$ cat src/rtl/z_buffer_mem.sv
// z_buffer_mem: depth-buffer storage responder for the rasteriser depth test.
// Holds DEPTH = X_RES*Y_RES depth words. After reset, or after a clear
// requested while idle, every word is set to all-ones (maximum depth). Once
// initialised, it serves one read or one write at a time.
//
// Ports:
//   clk_i, rst_i   clock, synchronous active-high reset
//   clear_i        re-initialise the array to all-ones (sampled only when idle)
//   buf_r_w        1 = read request, 0 = write request
//   buf_addr       word address; entry 0 lives at BASE_ADDR
//   buf_data_w     write data
//   buf_data_r     read data, valid while data_r_valid is high
//   data_r_ready   initiator read request / ready to take data
//   data_r_valid   read data valid
//   data_w_valid   write request valid
//   data_w_ready   one-cycle write-accepted pulse
//   init_done_o    array initialised, requests are being serviced
//   addr_err_o     one-cycle pulse for an out-of-range access
module z_buffer_mem #(
  parameter int                   Z_SIZE       = 8,
  parameter int                   X_RES        = 4,
  parameter int                   Y_RES        = 4,
  parameter int                   DEPTH        = X_RES * Y_RES,
  parameter int                   ADDR_SIZE    = 32,
  parameter logic [ADDR_SIZE-1:0] BASE_ADDR    = '0,
  parameter int                   READ_LATENCY = 2
) (
  input  logic                 clk_i,
  input  logic                 rst_i,
  input  logic                 clear_i,
  input  logic                 buf_r_w,
  input  logic [ADDR_SIZE-1:0] buf_addr,
  input  logic [Z_SIZE-1:0]    buf_data_w,
  output logic [Z_SIZE-1:0]    buf_data_r,
  input  logic                 data_r_ready,
  output logic                 data_r_valid,
  input  logic                 data_w_valid,
  output logic                 data_w_ready,
  output logic                 init_done_o,
  output logic                 addr_err_o
);

  localparam int IDX_W = (DEPTH > 1) ? $clog2(DEPTH) : 1;
  // Wide enough for READ_LATENCY-1 over the whole legal range 1..8.
  localparam int LAT_W = 4;

  typedef enum logic [2:0] {
    S_INIT,
    S_IDLE,
    S_WR_ACK,
    S_RD_WAIT,
    S_RD_RESP
  } state_t;

  state_t            state_reg, state_next;
  logic [IDX_W-1:0]  init_cnt_reg, init_cnt_next;
  logic [LAT_W-1:0]  lat_cnt_reg, lat_cnt_next;
  logic [IDX_W-1:0]  rd_idx_reg, rd_idx_next;
  logic              rd_ok_reg, rd_ok_next;
  logic [Z_SIZE-1:0] data_r_reg, data_r_next;
  logic              r_valid_reg, r_valid_next;
  logic              w_ready_reg, w_ready_next;
  logic              init_done_reg, init_done_next;
  logic              addr_err_reg, addr_err_next;

  logic [Z_SIZE-1:0] mem [DEPTH];
  logic              mem_we;
  logic [IDX_W-1:0]  mem_waddr;
  logic [Z_SIZE-1:0] mem_wdata;

  // Unsigned offset from BASE_ADDR; addresses below the base wrap to huge
  // values and therefore fall out of range as well.
  logic [ADDR_SIZE-1:0] idx;
  logic                 in_range;

  assign idx      = buf_addr - BASE_ADDR;
  assign in_range = (idx < ADDR_SIZE'(DEPTH));

  always_comb begin
    state_next     = state_reg;
    init_cnt_next  = init_cnt_reg;
    lat_cnt_next   = lat_cnt_reg;
    rd_idx_next    = rd_idx_reg;
    rd_ok_next     = rd_ok_reg;
    data_r_next    = data_r_reg;
    r_valid_next   = 1'b0;
    w_ready_next   = 1'b0;
    init_done_next = init_done_reg;
    addr_err_next  = 1'b0;
    mem_we         = 1'b0;
    mem_waddr      = init_cnt_reg;
    mem_wdata      = '1;

    case (state_reg)
      S_INIT: begin
        mem_we = 1'b1;
        if (init_cnt_reg == IDX_W'(DEPTH - 1)) begin
          init_done_next = 1'b1;
          state_next     = S_IDLE;
        end else begin
          init_cnt_next = init_cnt_reg + 1'b1;
        end
      end

      S_IDLE: begin
        if (clear_i) begin
          init_done_next = 1'b0;
          init_cnt_next  = '0;
          state_next     = S_INIT;
        end else if (data_w_valid && !buf_r_w) begin
          // Ready is registered, so it is high exactly while in WR_ACK.
          w_ready_next = 1'b1;
          state_next   = S_WR_ACK;
        end else if (data_r_ready && buf_r_w) begin
          rd_idx_next   = idx[IDX_W-1:0];
          rd_ok_next    = in_range;
          lat_cnt_next  = LAT_W'(READ_LATENCY - 1);
          addr_err_next = !in_range;
          state_next    = S_RD_WAIT;
        end
      end

      S_WR_ACK: begin
        // Commit whatever address/data is present during the ready cycle so
        // an initiator that steps its address on ready stays aligned.
        if (data_w_valid) begin
          if (in_range) begin
            mem_we    = 1'b1;
            mem_waddr = idx[IDX_W-1:0];
            mem_wdata = buf_data_w;
          end else begin
            addr_err_next = 1'b1;
          end
        end
        state_next = S_IDLE;
      end

      S_RD_WAIT: begin
        if (lat_cnt_reg == '0) begin
          data_r_next  = rd_ok_reg ? mem[rd_idx_reg] : '1;
          r_valid_next = 1'b1;
          state_next   = S_RD_RESP;
        end else begin
          lat_cnt_next = lat_cnt_reg - 1'b1;
        end
      end

      S_RD_RESP: begin
        // Either the handshake completes or the initiator has let go; in
        // both cases the response is retired after this cycle.
        r_valid_next = 1'b0;
        state_next   = S_IDLE;
      end

      default: begin
        state_next = S_INIT;
      end
    endcase
  end

  always_ff @(posedge clk_i) begin
    if (rst_i) begin
      state_reg     <= S_INIT;
      init_cnt_reg  <= '0;
      lat_cnt_reg   <= '0;
      rd_idx_reg    <= '0;
      rd_ok_reg     <= 1'b0;
      data_r_reg    <= '0;
      r_valid_reg   <= 1'b0;
      w_ready_reg   <= 1'b0;
      init_done_reg <= 1'b0;
      addr_err_reg  <= 1'b0;
    end else begin
      state_reg     <= state_next;
      init_cnt_reg  <= init_cnt_next;
      lat_cnt_reg   <= lat_cnt_next;
      rd_idx_reg    <= rd_idx_next;
      rd_ok_reg     <= rd_ok_next;
      data_r_reg    <= data_r_next;
      r_valid_reg   <= r_valid_next;
      w_ready_reg   <= w_ready_next;
      init_done_reg <= init_done_next;
      addr_err_reg  <= addr_err_next;
    end
  end

  // Storage has no reset of its own; INIT fills it after every reset.
  always_ff @(posedge clk_i) begin
    if (mem_we && !rst_i) begin
      mem[mem_waddr] <= mem_wdata;
    end
  end

  assign buf_data_r   = data_r_reg;
  assign data_r_valid = r_valid_reg;
  assign data_w_ready = w_ready_reg;
  assign init_done_o  = init_done_reg;
  assign addr_err_o   = addr_err_reg;

endmodule

$ cat config.mk
export PLATFORM = sky130hd
export DESIGN_NAME = z_buffer_mem
export DESIGN_NICKNAME = d
export VERILOG_FILES = /design/src/rtl/z_buffer_mem.sv
export SDC_FILE = /design/constraint.sdc
export NUM_CORES = 1
export LEC_CHECK = 0
export CAP_MARGIN = 20
export CORE_ASPECT_RATIO = 0.8
export CORE_UTILIZATION = 54
export DETAILED_ROUTE_END_ITERATION = 10
export GPL_ROUTABILITY_DRIVEN = 0
export PLACE_DENSITY = 0.75
export SYNTH_ARGS = -nofsm -noshare
export SYNTH_HDL_FRONTEND = slang
export SYNTH_SLANG_ARGS = --single-unit
$ cat constraint.sdc
create_clock -name clk_i -period 3.6 [get_ports clk_i]
set_input_delay 0.72 -clock clk_i [delete_from_list [all_inputs] [get_ports clk_i]]
set_output_delay 0.72 -clock clk_i [all_outputs]
set_load 0.05 [all_outputs]
# After elaboration in Yosys (flattened, before gate mapping)
# Memories as Yosys holds them, arrays and structs flattened. A register that Yosys moved wholly into a read port is not among the register bits.
# Index checks and enable logic that the tools add are counted.
[classes] magnitude_cmp=1 bitwise_logic=4 n_reduce_logical=19 n_mul=0 eq_ne=14 mux=39 n_addsub=2 div_mod_pow=0 shift=0
[ops] op="2-to-1 mux 4 bit" n=11
[ops] op="less-than comparator 32 x 5 -> 1 bit (second input constant)" n=1
[ops] op="2-to-1 mux 8 bit" n=4
[ops] op="inequality test 2 bit (second input constant)" n=8
[ops] op="case mux 4 bit (2 select lines)" n=2
[ops] op="2-to-1 mux 3 bit" n=5
[ops] op="2-to-1 mux 1 bit" n=13
[ops] op="case mux 3 bit (4 select lines)" n=1
[ops] op="AND reduction 3 bit" n=3
[ops] op="equality test 3 x 2 -> 1 bit (second input constant)" n=2
[ops] op="case mux 1 bit (2 select lines)" n=3
[ops] op="AND reduction 5 bit" n=1
[ops] op="adder 4 x 1 -> 4 bit (second input constant)" n=1
[ops] op="equality test 4 bit (second input constant)" n=1
[ops] op="logical NOT 4 bit" n=1
[ops] op="inequality test 4 bit (second input constant)" n=1
[ops] op="inverter 1 bit" n=4
[ops] op="AND reduction 4 bit" n=1
[ops] op="nonzero test 2 bit" n=2
[ops] op="OR reduction 2 bit" n=2
[ops] op="subtractor 4 x 1 -> 4 bit (second input constant)" n=1
[ops] op="equality test 3 x 1 -> 1 bit (second input constant)" n=1
[ops] op="equality test 3 bit (second input constant)" n=1
[ops] op="logical AND 1 bit" n=3
[ops] op="4 further kinds" n=6
[totals] wordCells=90 mem_bits_ro=0 output_inout_bits=12 ram_bits=128 reg_bits=28 latch_bits=0 n_memories=1 in_bits=46
[mem_list] memory="mem" words=16 width=8 read_ports=1 rd_ports_with_merged_regs=1 wr=1 line="66" source="logic [Z_SIZE-1:0] mem [DEPTH];"

# Longest topological paths before layout
# Gate-level depths: netlist (run 1).
[depth] depth_word=7 mapped_depth=7 ltp_nobuf=6

# Worst setup path before layout (run 1)
# OpenSTA, ideal clock, no wires.
[synth_path] path_type="input to register" startpoint="input buf_addr[20]" endpoint="memory mem[0][0] (enable)" n_path_buf=1 path_slack_ns=1.114 path_stages=5 arrival_time_ns=2.109 cell_sequence="nor4_1 > and4_1 > buf_6 > nand4_2 > a22oi_1"
[synth_via] elab_chain_cells=7 elab_cells_between_ends=10 classes_between="order compare (1); mux (8); reduce/logical (1)"
[synth_lines] item="start, declared" line="32" source="input logic [ADDR_SIZE-1:0] buf_addr,"
[synth_lines] item="less-than comparator 32 x 5 -> 1 bit *" line="77" source="assign in_range = (idx < ADDR_SIZE'(DEPTH));"
[synth_lines] item="2-to-1 mux 1 bit" line="127" source="if (in_range) begin"
[synth_lines] item="2-to-1 mux 1 bit" line="126" source="if (data_w_valid) begin"
[synth_lines] item="case mux 1 bit (2 select lines)" line="94" source="case (state_reg)"
[synth_lines] item="logical AND 1 bit" line="189" source="if (mem_we && !rst_i) begin"
[synth_lines] item="2-to-1 mux 1 bit" line="189"
[synth_lines] item="2-to-1 mux 1 bit (implied by the code)" line="190" source="mem[mem_waddr] <= mem_wdata;"
[synth_lines] item="end, declared" line="66"
# Every way passes the cells marked *; elsewhere a longest branch is shown, timed or not.

# Final worst setup path (run 1)
[layout_path] startpoint="input buf_addr[22]" endpoint="memory mem[6][6] (enable)"
# Same word-level chain as after synthesis.

==> metrics.yaml, run 1 <==
synthCells: 467
powerDensity_nw_per_um2: 469
synth_edf_count: 128
path_clk_slew_ps: 60
synth.top_cell.area_share_pct: 55.9
fmax_mhz: 369
die_height_microns: 103
crit_fanout: 10
r2r_end: "mem[6][6]$_DFFE_PP_"
syn_nets: 516
regMostFlops: "mem"
hp-class: "reg2reg"
ant_nets: 0
synth_area_leader_cell: "edfxtp_1"
wire_per_inst_microns: 22.1
hp-start: "rd_ok_reg$_SDFFE_PP0P_"
fin_total_pwr_w: 0.00387
dieArea_sq_um: 13200
synth_compound_area_share_pct: 9.57
largest_reg_flops: 128
synthTopCellsByArea: "edfxtp_1 56%, dfxtp_1 9.3%, mux2i_1 5.4%"
postCtsSetupBuffers: 0
r2r-start: "state_reg[1]$_SDFFE_PP0P_"
drv_cap: 0
fin_crit_sh_pct: 75.3
ff_latch_area_sq_um: 4490
multi_input_area_sq_um: 2150
tritoncts: "built"
cts_root_buf: "clkbuf_16"
muxShareOfSynthArea_pct: 9.48
slew_headroom_pct: 45.0
cts_resized: 0
io_buffers: 57
drc: 0
fin_crit_ps: 2710
ys_seq_area_share_pct: 65.2
grt_antenna_before_repair: 0
cp-end-kind: "flop"
synth_fa_ha_area_share_pct: 0.546
core_area_sq_um: 12300
slew_violations: 0
fill_cells: 849
synth_top_family_by_area: "simple AND/OR/NAND/NOR gates"
cp_slowest_cell: "clkdlybuf4s50_1"
finalNetCount: 588
firstDrtPassIters: 5
critPathMaxStageDelay_ps: 410
path_cells: "clkdlybuf4s50_1 -> nor4_1 -> and4_1 -> buf_4 -> nand4_2 -> a22oi_1 -> buf_4"
hold_violations: 0
drt_iter0_markers: 557
cp_data_arrival_time_ps: 2850
synth-simple-area-share_pct: 11.5
worst_slew_pin_slew_ps: 823
ff2ff_path_depth: 5
synthFlopType: "edfxtp_1"
syn_avg_cell_area_sq_um: 14.7
tns_ps: 0
critPathKind: "in2reg"
synth_area_sq_um: 6880
setup_viol: 0
grt_pass1_wl_microns: 24600
grt_overflow: 0
required_ps: 3740
rows: 36
clock_latency_ps: 430
synth_xor_area_share_pct: 0.127
ir_drop_v: 0.000451
grt_pass1_vias: 4327
drive_gt1_share_pct: 15.6
grt_usage_pct: 26.1
cts_sinks: 160
power.leakage_nw: 2.84
synth_cell_types: 57
grt_max_degree: 23
cts-buffers-inserted: 17
fin_skew_ps: 14.0
synthToLayoutAreaGrowth_pct: 19.8
min_to: "rd_ok_reg$_SDFFE_PP0P_"
wirelength_microns: 16000
timing.critical_path.mode_cell: "buf_4"
cts-htree-levels: 4
rsz0062_at_grt: "no"
cts_hold_buf: 0
status: "finished, final reports clean"
r2r_setup_slack_ps: 1340
io_pins: 58
antennaDiodeCount: 0
yosys_register_bits: 160
hpwlAfterDp_microns: 11000
dieWidth_microns: 128
critPathLaunch: "buf_addr[22]"
hold_path_depth: 2
worst_slack_ps: 888
pre_cts_ws_ps: 474
crit_path_start_kind: "input port"
viasPerCell: 6.10
routed-via-count: 4407
async_reset_ff_share_pct: 0
initial_core_util_pct: 55.9
post-route-util_pct: 67.0
yosys_warnings: 0
cts_buffer_depth: 2
cell usage in the layout, fill, tap and decap left out, types with 11 or more instances in the layout:
cell / Yosys / layout
mux2i_1: 37 / 37
nor2_1: 14 / 14
edfxtp_1: 128 / 128
nor2b_1: 11 / 11
buf_4: 6 / 24
inv_1: 15 / 15
nand2_1: 12 / 12
a21oi_1: 24 / 24
a22oi_1: 16 / 16
clkbuf_16: 0 / 17
dfxtp_1: 32 / 31
nand2b_1: 19 / 19
clkdlybuf4s50_1: 0 / 57
synthesized netlist by cell type, types with 4 or more instances:
cell / number
o32a_1: 8
mux2i_1: 37
o21ai_1: 4
clkbuf_1: 7
dfxtp_1: 32
mux2_2: 8
o21bai_1: 8
nor2_1: 14
nand2b_1: 19
buf_4: 6
nand4_2: 4
and2_1: 4
nor4_1: 7
nand4_1: 10
inv_1: 15
a32oi_1: 8
edfxtp_1: 128
mux4_2: 8
buf_2: 6
a22oi_1: 16
nand3_1: 6
buf_1: 4
nand2_1: 12
nor2b_1: 11
a221oi_1: 8
a21oi_1: 24
nand4_4: 4
how the worst max path moves through the flow:
stage                     cells after the start                   to
after floorplan                               5  mem[0][0]$_DFFE_PP_
after global placement                        7  mem[6][5]$_DFFE_PP_
after detailed placement                      7  mem[6][5]$_DFFE_PP_
after CTS                                     7  mem[6][4]$_DFFE_PP_
after global routing                          7  mem[6][6]$_DFFE_PP_
final                                         7  mem[6][6]$_DFFE_PP_
layout make-up:
type,count,share of cell area [%]
inverters,15,0.683
flip-flops and latches,160,54.4
clock inverters,9,1.32
well taps,171,2.60
clock buffers,23,5.80
repair buffers,81,9.11
multi-input cells,264,26.1
cell families after synthesis:
logic type / Yosys count
XOR/XNOR: 1
multiplexers: 54
buffers and inverters: 43
flip-flops: 160
AO/OA/AOI/OAI: 91
adder cells (fa/ha/maj): 3
AND/OR/NAND/NOR: 115
routing by layer:
metal | up-vias | wire length, microns | GRT usage (%)
met1 | 2195 | 7050 | 37.1
met4 | 0 | 318 | 11.0
met2 | 205 | 7370 | 38.5
met5 | - | 0 | 0
li1 | 1980 | - | -
met3 | 27 | 1250 | 6.33
through the flow:
stage,cell area [sq um],hold slack [ps],std cells
floorplan,6880,450,467
global placement,7650,462,691
detailed placement,7650,465,691
CTS,8240,475,723
global route,8240,487,723
finish,8240,482,723
critical path, delay by kind of cell:
family,cells,cell delay (ps)
buffers and inverters,3,900
AND/OR/NAND/NOR,3,850
AO/OA/AOI/OAI,1,380
power breakdown:
part           internal [W]  switching [W]  total, W  leakage (nW)
combinational     0.0000668      0.0000507  0.000117         0.975
clock               0.00107       0.000687   0.00176         0.275
sequential          0.00198     0.00000736   0.00199          1.59
Power figures use the tool's default switching activity.
==> inputs of run 2 (changes only) <==
Settings changed: CORE_UTILIZATION 54 to 52, PLACE_DENSITY 0.75 to 0.76.
Clock period 3.6 ns to 2.25 ns, I/O delays scaled along.
==> run 2 against run 1 <==
  * Worst setup slack lost 870 ps
  * Largest cell class unchanged
  * Critical path depth unchanged
  * Highest routed layer unchanged
  * Critical endpoint is now mem[1][0]$_DFFE_PP_
  * Utilization is 1.2 points higher
  * Sequential power increased by 60%
  * Critical path type unchanged
==> metrics.yaml, run 2 (synthesis results as in run 1) <==
status: "finished, final reports clean"  # unchanged
comb_power_share_pct: 3.3  # was 3.0%
wire_per_inst_microns: 22.1  # about the same
rsz0062_at_grt: "yes"  # was no
fin_skew_ps: 8.37  # was 14.0 ps
grtUsageMet2_pct: 41.5  # was 38.5%
initial_core_util_pct: 53.5  # was 55.9%
hpwlAfterDp_microns: 11300  # was 11000 microns
routed-via-count: 4625  # was 4407
firstDrtPassIters: 7  # was 5
powerDensity_nw_per_um2: 739  # was 469 nW/um^2
dieArea_sq_um: 13700  # was 13200 sq um
crit_fanout: 11  # was 10
setup_viol: 0  # unchanged
r2r_end: "mem[11][6]$_DFFE_PP_"  # was mem[6][6]$_DFFE_PP_
grt_antenna_before_repair: 0  # unchanged
p_seq_share_pct: 49.1  # was 51.5%
internal_power_w: 0.00520  # was 0.00312 W
grt.busiest_layer: "met2"  # unchanged
grt_pass1_vias: 4763  # was 4327
cts_sinks: 160  # unchanged
drt_iter0_markers: 543  # was 557
cts-buffers-inserted: 17  # unchanged
io_pins: 58  # unchanged
synthToLayoutAreaGrowth_pct: 27.7  # was 19.8%
cts-htree-levels: 4  # unchanged
r2r-start: "state_reg[2]$_SDFFE_PP0P_"  # was state_reg[1]$_SDFFE_PP0P_
pre_cts_ws_ps: -498  # was 474 ps
fin_crit_sh_pct: 99.4
ant_nets: 0  # unchanged
cts_root_buf: "clkbuf_16"  # unchanged
crit_path_start_kind: "input port"  # unchanged
tritoncts: "built"  # unchanged
ff2ff_path_depth: 6  # was 5
drv_cap: 0  # unchanged
mostFrequentLayoutCells: "128 x edfxtp_1, 62 x buf_4, 57 x clkdlybuf4s50_1, 37 x mux2i_1, 31 x dfxtp_1"  # was 128 x edfxtp_1, 57 x clkdlybuf4s50_1, 37 x mux2i_1, 31 x dfxtp_1
fin_crit_ps: 2240
core_area_sq_um: 12900  # was 12300 sq um
wirelength_microns: 17000  # was 16000 microns
cp-end-kind: "flop"  # unchanged
worst_slew_pin_slew_ps: 838  # was 823 ps
largest_reg_flops: 128  # unchanged
drc: 0  # unchanged
grt_max_degree: 37  # was 23
regMostFlops: "mem"  # unchanged
p_sw_share_pct: 19.9  # was 19.2%
hold_violations: 0  # unchanged
worst_slack_ps: 13.6  # was 888 ps
grt_use_met3_pct: 4.97  # was 6.33%
slew_violations: 0  # unchanged
hold_ws_ps: 503  # was 482 ps
drive_gt1_share_pct: 24.3  # was 15.6%
cts_buffer_depth: 2  # unchanged
hp-start: "init_done_o$_SDFFE_PP0P_"  # was rd_ok_reg$_SDFFE_PP0P_
die_height_microns: 105  # was 103 microns
antennaDiodeCount: 0  # unchanged
fmax_mhz: 447
hp-class: "reg2reg"  # unchanged
clkPwrFrac_pct: 47.6  # was 45.5%
min_to: "init_done_o$_SDFFE_PP0P_"  # was rd_ok_reg$_SDFFE_PP0P_
ff_latch_area_sq_um: 4490  # unchanged
grt_pass1_wl_microns: 25900  # was 24600 microns
fill_cells: 905  # was 849
grt_util_met1_pct: 36.3  # was 37.1%
rows: 37  # was 36
clock_latency_ps: 420  # was 430 ps
dieWidth_microns: 131  # was 128 microns
tns_ps: 0  # unchanged
io_buffers: 57  # unchanged
power.leakage_nw: 3.12  # was 2.84 nW
grt_usage_pct: 26.7  # was 26.1%
final_area_sq_um: 8780  # was 8240 sq um
hold_path_depth: 2  # unchanged
finalNetCount: 632  # was 588
slew_headroom_pct: 43.9  # was 45.0%
cp_data_arrival_time_ps: 2360  # was 2850 ps
ir_drop_v: 0.000610  # was 0.000451 V
r2r_setup_slack_ps: 150  # was 1340 ps
final_common_cell: "edfxtp_1"  # unchanged
placed_area_sq_um: 8060  # was 7650 sq um
viasPerCell: 6.00  # was 6.10
multi_input_area_sq_um: 2220  # was 2150 sq um
required_ps: 2370  # was 3740 ps
critPathKind: "in2reg"  # unchanged
switchingPower_w: 0.00129  # was 0.000745 W
path_clk_slew_ps: 60  # about the same
grt_overflow: 0  # unchanged
-- run 2: how the worst max path moves through the flow --
stage	depth (start not counted)	slack [ps]	endpoint	from
floorplan	5	30	mem[0][0]$_DFFE_PP_	buf_addr[20]
global placement	7	-460	mem[5][0]$_DFFE_PP_	buf_addr[28]
detailed placement	7	-500	mem[5][0]$_DFFE_PP_	buf_addr[20]
finish	7	10	mem[1][0]$_DFFE_PP_	buf_addr[22]
CTS	7	-5	mem[1][3]$_DFFE_PP_	buf_addr[20]
global route	7	-20	mem[6][4]$_DFFE_PP_	buf_addr[22]
-- run 2: worst max-delay path: stages --
cell	delay (ps)
clkdlybuf4s50_1	430
nor4_2	320
and4_1	290
buf_12	170
nand4_4	150
a22oi_1	280
buf_4	260
-- run 2: area by class of cell --
type / instances / share of cell area, %
timing repair buffer: 125 / 13.2
clock buffer: 18 / 5.00
tap: 175 / 2.49
inverter: 15 / 0.641
multi-input combinational: 264 / 25.3
sequential: 160 / 51.1
clock inverter: 14 / 2.34
-- run 2: timing repair --
item / CTS / global route
hold endpoints to repair: 0 / 0
cloned: 0 / 0
endpoints found under the setup margin: 40 / 158
pin swaps: 2 / 2
setup buffers: 1 / 0
gates resized for setup: 6 / 7
hold buffers: 0 / 0
-- run 2: metal layers --
metal	vias to the layer above	wire [microns]	share of wire, %
li1	2076	-	-
met1	2266	6980	41
met2	250	8330	49
met3	33	1280	7.5
met4	0	444	2.6
met5	-	0	0
-- run 2: power by group through the flow --
stage | Combinational [W] | Sequential [W] | Clock [W]
finish | 0.000212 | 0.00319 | 0.00309
global route | 0.000225 | 0.00319 | 0.00325
CTS | 0.000204 | 0.00319 | 0.00312
detailed placement | 0.000197 | 0.00325 | 0
global placement | 0.000193 | 0.00325 | 0
floorplan | 0.0000727 | 0.00325 | 0
-- run 2: per-stage QoR --
stage	instances	total power, W	utilization, %
finish	771	0.00649	68.2
CTS	771	0.00651	67.9
floorplan	467	0.00332	-
detailed placement	738	0.00345	62.6
global route	771	0.00666	68.2
global placement	738	0.00344	62.6
==> edit 1, RTL diff (settings of run 2) <==
Take the reset off `data_r_reg` and load it in a clocked block of its own.
--- a/src/rtl/z_buffer_mem.sv
+++ b/src/rtl/z_buffer_mem.sv
@@ -165,7 +165,6 @@
       lat_cnt_reg   <= '0;
       rd_idx_reg    <= '0;
       rd_ok_reg     <= 1'b0;
-      data_r_reg    <= '0;
       r_valid_reg   <= 1'b0;
       w_ready_reg   <= 1'b0;
       init_done_reg <= 1'b0;
@@ -176,7 +175,6 @@
       lat_cnt_reg   <= lat_cnt_next;
       rd_idx_reg    <= rd_idx_next;
       rd_ok_reg     <= rd_ok_next;
-      data_r_reg    <= data_r_next;
       r_valid_reg   <= r_valid_next;
       w_ready_reg   <= w_ready_next;
       init_done_reg <= init_done_next;
@@ -184,6 +182,10 @@
     end
   end
 
+  always_ff @(posedge clk_i) begin
+    data_r_reg <= data_r_next;
+  end
+
   // Storage has no reset of its own; INIT fills it after every reset.
   always_ff @(posedge clk_i) begin
     if (mem_we && !rst_i) begin
Formal check against the unedited RTL: same outputs for any inputs over 10 cycles, from zero or initial values and one cycle with rst_i high; that may be too few to reach the edited logic, so the function may still have changed.
==> edit 1 against run 2 <==
  * The run now ends with negative setup slack left
  * Clock power is 16% lower
  * Design area decreased by 6.4%
  * Sequential cell count down 4
  * Clock skew up 0.00090 ns
  * Area after synthesis fell by 5.7%
  * Worst setup slack lost 0.028 ns
  * Total power is 8.3% lower
  * Wire length down 13%
  * Critical path depth fell by 1
  * Critical path type unchanged
==> edit 1: results <==
metrics = {
    "routing": {
        "post_drt_wl_per_cell_um": 22.9,
        "dr.pass1.iters": 5,
        "vias": 4030,
        "drtIter0Drc": 582,
    },
    "synthesis": {
        "netlist_top_cells_area": "edfxtp_1 63%, mux4_2 11%, dfxtp_1 6.2%",
        "ys_seq_area_share_pct": 69.1,
        "synth_compound_area_share_pct": 5.57,
        "synth_nets": 429,
        "synth_fa_ha_area_share_pct": 0.579,
        "synth_edf_count": 136,
        "ys_types": 46,
        "synth_xor_area_share_pct": 0.270,
        "synth_commonest_cells": "136 x edfxtp_1, 32 x mux4_2, 24 x a22oi_1",
        "synthMuxAreaShare_pct": 13.0,
    },
    "sta": {
        "finalClockSkew_ns": 0.00927,
        "setup_viol": 8,
        "max_slew_margin_pct": 60.9,
        "worst_slack_ns": -0.0143,
        "timing.setup.tns_ns": -0.0681,
    },
    "global_route": {
        "grt_pass1_vias": 3948,
        "grt_usage_pct": 24.3,
        "grt_pass1_wl_um": 22100,
        "grt_max_degree": 33,
    },
    "layout": {
        "fill_cells": 815,
        "fin_nets": 533,
    },
    "status": {
        "status": "finished, violations left",
        "violations": "negative setup slack",
    },
    "setup_path": {
        "cp_max_fo": 8,
        "cp_top_family": "simple AND/OR/NAND/NOR gates",
        "worstReg2RegStart": "state_reg[1]$_SDFFE_PP0P_",
        "r2r_cells": 5,
        "arrival_ns": 2.40,
        "rrSetupSlack_ns": 0.18,
    },
    "pwr": {
        "ir_drop_mv": 0.601,
        "seqPwrFrac_pct": 52.7,
        "leakagePower_nw": 2.81,
        "swShare_pct": 21.5,
    },
    "placed_design": {
        "dp_hpwl_um": 9720,
        "placed_cell_area_um2": 7550,
    },
    "clock_tree": {
        "post_cts_buffers": 0,
    },
}
==> edit 1: metal layers <==
metal | up-vias | part of all wire, % | GRT usage, %
met4 | 0 | 2.0 | 8.97
met1 | 2006 | 41 | 32.7
met3 | 29 | 8.7 | 5.71
li1 | 1772 | - | -
met2 | 223 | 48 | 39.2
met5 | - | 0 | 0
==> edit 1: final cells by class <==
cell class                      instances  area (um^2)  area share [%]
Clock buffer                           18          429            5.22
Clock inverter                         14          114            1.39
Inverter                                4         15.0           0.183
Multi-Input combinational cell        199         1990            24.2
Sequential cell                       156         4490            54.6
Tap cell                              152          190            2.31
Timing Repair Buffer                  106          992            12.1
==> edit 1: worst max path at each step <==
stage | from | endpoint | slack, ns | cells past startpoint
final | buf_addr[18] | mem[0][4]$_DFFE_PP_ | -0.01 | 6
after global routing | buf_addr[25] | mem[0][4]$_DFFE_PP_ | -0.08 | 6
after CTS | buf_addr[30] | mem[0][4]$_DFFE_PP_ | 0.002 | 6
after detailed placement | buf_addr[18] | mem[8][3]$_DFFE_PP_ | -0.47 | 6
after global placement | buf_addr[22] | mem[8][3]$_DFFE_PP_ | -0.40 | 6
after floorplan | buf_addr[8] | mem[12][0]$_DFFE_PP_ | -0.12 | 4
==> edit 1: metrics by stage <==
stage | total power [mW] | setup WS [ns] | hold slack [ns] | std cells | util (%)
floorplan | 3.25 | -0.123 | 0.446 | 380 | -
global placement | 3.38 | -0.403 | 0.457 | 617 | 62.1
detailed placement | 3.39 | -0.474 | 0.455 | 617 | 62.1
CTS | 5.96 | 0.00155 | 0.473 | 649 | 66.7
global route | 6.12 | -0.0827 | 0.504 | 649 | 67.6
finish | 5.95 | -0.0143 | 0.472 | 649 | 67.6
==> edit 2, RTL diff (flow settings as in run 2) <==
Without the edit above. The parameter `Z_SIZE` goes from 8 to 4.
--- a/src/rtl/z_buffer_mem.sv
+++ b/src/rtl/z_buffer_mem.sv
@@ -17,7 +17,7 @@
 //   init_done_o    array initialised, requests are being serviced
 //   addr_err_o     one-cycle pulse for an out-of-range access
 module z_buffer_mem #(
-  parameter int                   Z_SIZE       = 8,
+  parameter int                   Z_SIZE       = 4,
   parameter int                   X_RES        = 4,
   parameter int                   Y_RES        = 4,
   parameter int                   DEPTH        = X_RES * Y_RES,
Ports: changed (resized buf_data_r and buf_data_w); port bits go from 58 to 50. No check against the original RTL was run, so the function may have changed too.
==> edit 2 against run 2 <==
  * The flow now finishes with violations (negative setup slack)
  * Sequential share of layout area shrank 3.2 points
  * Sequential power decreased by 43%
  * Area after synthesis is 41% lower
  * Synthesized cell count is 33% lower
  * Worst setup slack worse by 0.055 ns
  * Clock power is 61% lower
  * Non-clock buffer count fell by 33
  * Wire length down 44%
  * Design area is 41% lower
  * Cell count decreased by 34%
  * Sequential cell count decreased by 68
  * Combinational power decreased by 13%
  * Total power is 51% lower
  * Count of clock-buffer cells in the layout down 9
  * Critical path type unchanged
  * Largest cell class unchanged
  * Highest routed layer unchanged
==> edit 2: results <==
metrics = {
    "sta": {
        "max_slew_margin_pct": 57.9,
        "setup_viol": 32,
        "worst_slack_ns": -0.0410,
        "timing.setup.tns_ns": -0.859,
        "finalClockSkew_ns": 0.0163,
    },
    "layout": {
        "fill_cells": 550,
    },
    "synthesis": {
        "synth_commonest_cells": "64 x edfxtp_1, 28 x dfxtp_1, 20 x mux2i_1, 20 x nor2_1, 19 x a22oi_1",
        "synth_edf_count": 64,
        "netlist_top_cells_area": "edfxtp_1 48%, dfxtp_1 14%, mux2i_1 5.0%",
        "netlist_instances": 313,
        "ys_seq_area_share_pct": 61.4,
        "ys_types": 48,
    },
    "routing": {
        "vias": 3054,
        "drt-met1-wl_um": 3990,
        "wl_met2_um": 4570,
        "viasPerCell": 5.98,
        "dr.pass1.iters": 5,
        "wl_um": 9460,
    },
    "pwr": {
        "swShare_pct": 20.5,
        "ir_drop_mv": 0.318,
        "leakagePower_nw": 1.83,
    },
    "global_route": {
        "met1_usage_pct": 32.2,
        "grt_usage_pct": 24.3,
        "grt_use_met3_pct": 5.51,
    },
    "clock_tree": {
        "cts_inserted_buffers": 9,
        "root_buffer": "clkbuf_8",
        "ctsResizeCount": 0,
    },
    "status": {
        "violations": "negative setup slack",
        "status": "finished, violations left",
    },
    "placed_design": {
        "portBuffers": 49,
        "dp_hpwl_um": 6850,
    },
    "setup_path": {
        "cp_max_fo": 10,
    },
}
==> edit 2: cell types whose count changed after synthesis, moves of 5 or more <==
cell and delta:
a21oi_1 -19, buf_4 -6, edfxtp_1 -64, inv_1 -7
mux2i_1 -17, nand2b_1 -18, nand4_1 +5, nor2_1 +6
o21ai_0 +6
==> edit 2: logic make-up (layout without fill, tap and decap cells) <==
family                   Yosys count  count (layout)  share of synthesized area, %
AND/OR/NAND/NOR                  100             100                          14.5
adder cells (fa/ha/maj)            3               3                         0.929
flip-flops                        92              92                          61.4
multiplexers                      28              28                          8.30
XOR/XNOR                           2               2                         0.434
buffers and inverters             23             116                          2.48
AO/OA/AOI/OAI                     65              65                          11.9
==> edit 2: layout make-up <==
class,count,area share [%]
clock buffer,9,2.39
clock inverter,7,1.86
inverter,8,0.580
multi-input combinational,198,29.0
sequential,92,47.9
tap,105,2.54
timing repair buffer,92,15.7
==> edit 2: power groups by stage <==
stage	logic, mW	registers [mW]	clock network, mW
after floorplan	0.0531	1.85	0
final	0.184	1.81	1.20
after CTS	0.174	1.81	1.21
after global placement	0.169	1.85	0
after global routing	0.197	1.81	1.29
after detailed placement	0.173	1.85	0
==> edit 2: final timing paths <==
path	slack, ns	to	depth (start not counted)	from
worst min-delay path	0.49	init_done_o$_SDFFE_PP0P_	2	init_done_o$_SDFFE_PP0P_
worst max-delay path	-0.04	mem[11][3]$_DFFE_PP_	7	buf_addr[20]
worst min register to register	0.49	init_done_o$_SDFFE_PP0P_	2	init_done_o$_SDFFE_PP0P_
worst max register to register	0.32	mem[6][2]$_DFFE_PP_	5	state_reg[0]$_SDFFE_PP0P_
==> edit 2: tightest hold or removal path, stage by stage (launching register included) <==
cell,delay [ns]
dfxtp_1,0.34
a21oi_1,0.04
nor2_1,0.08
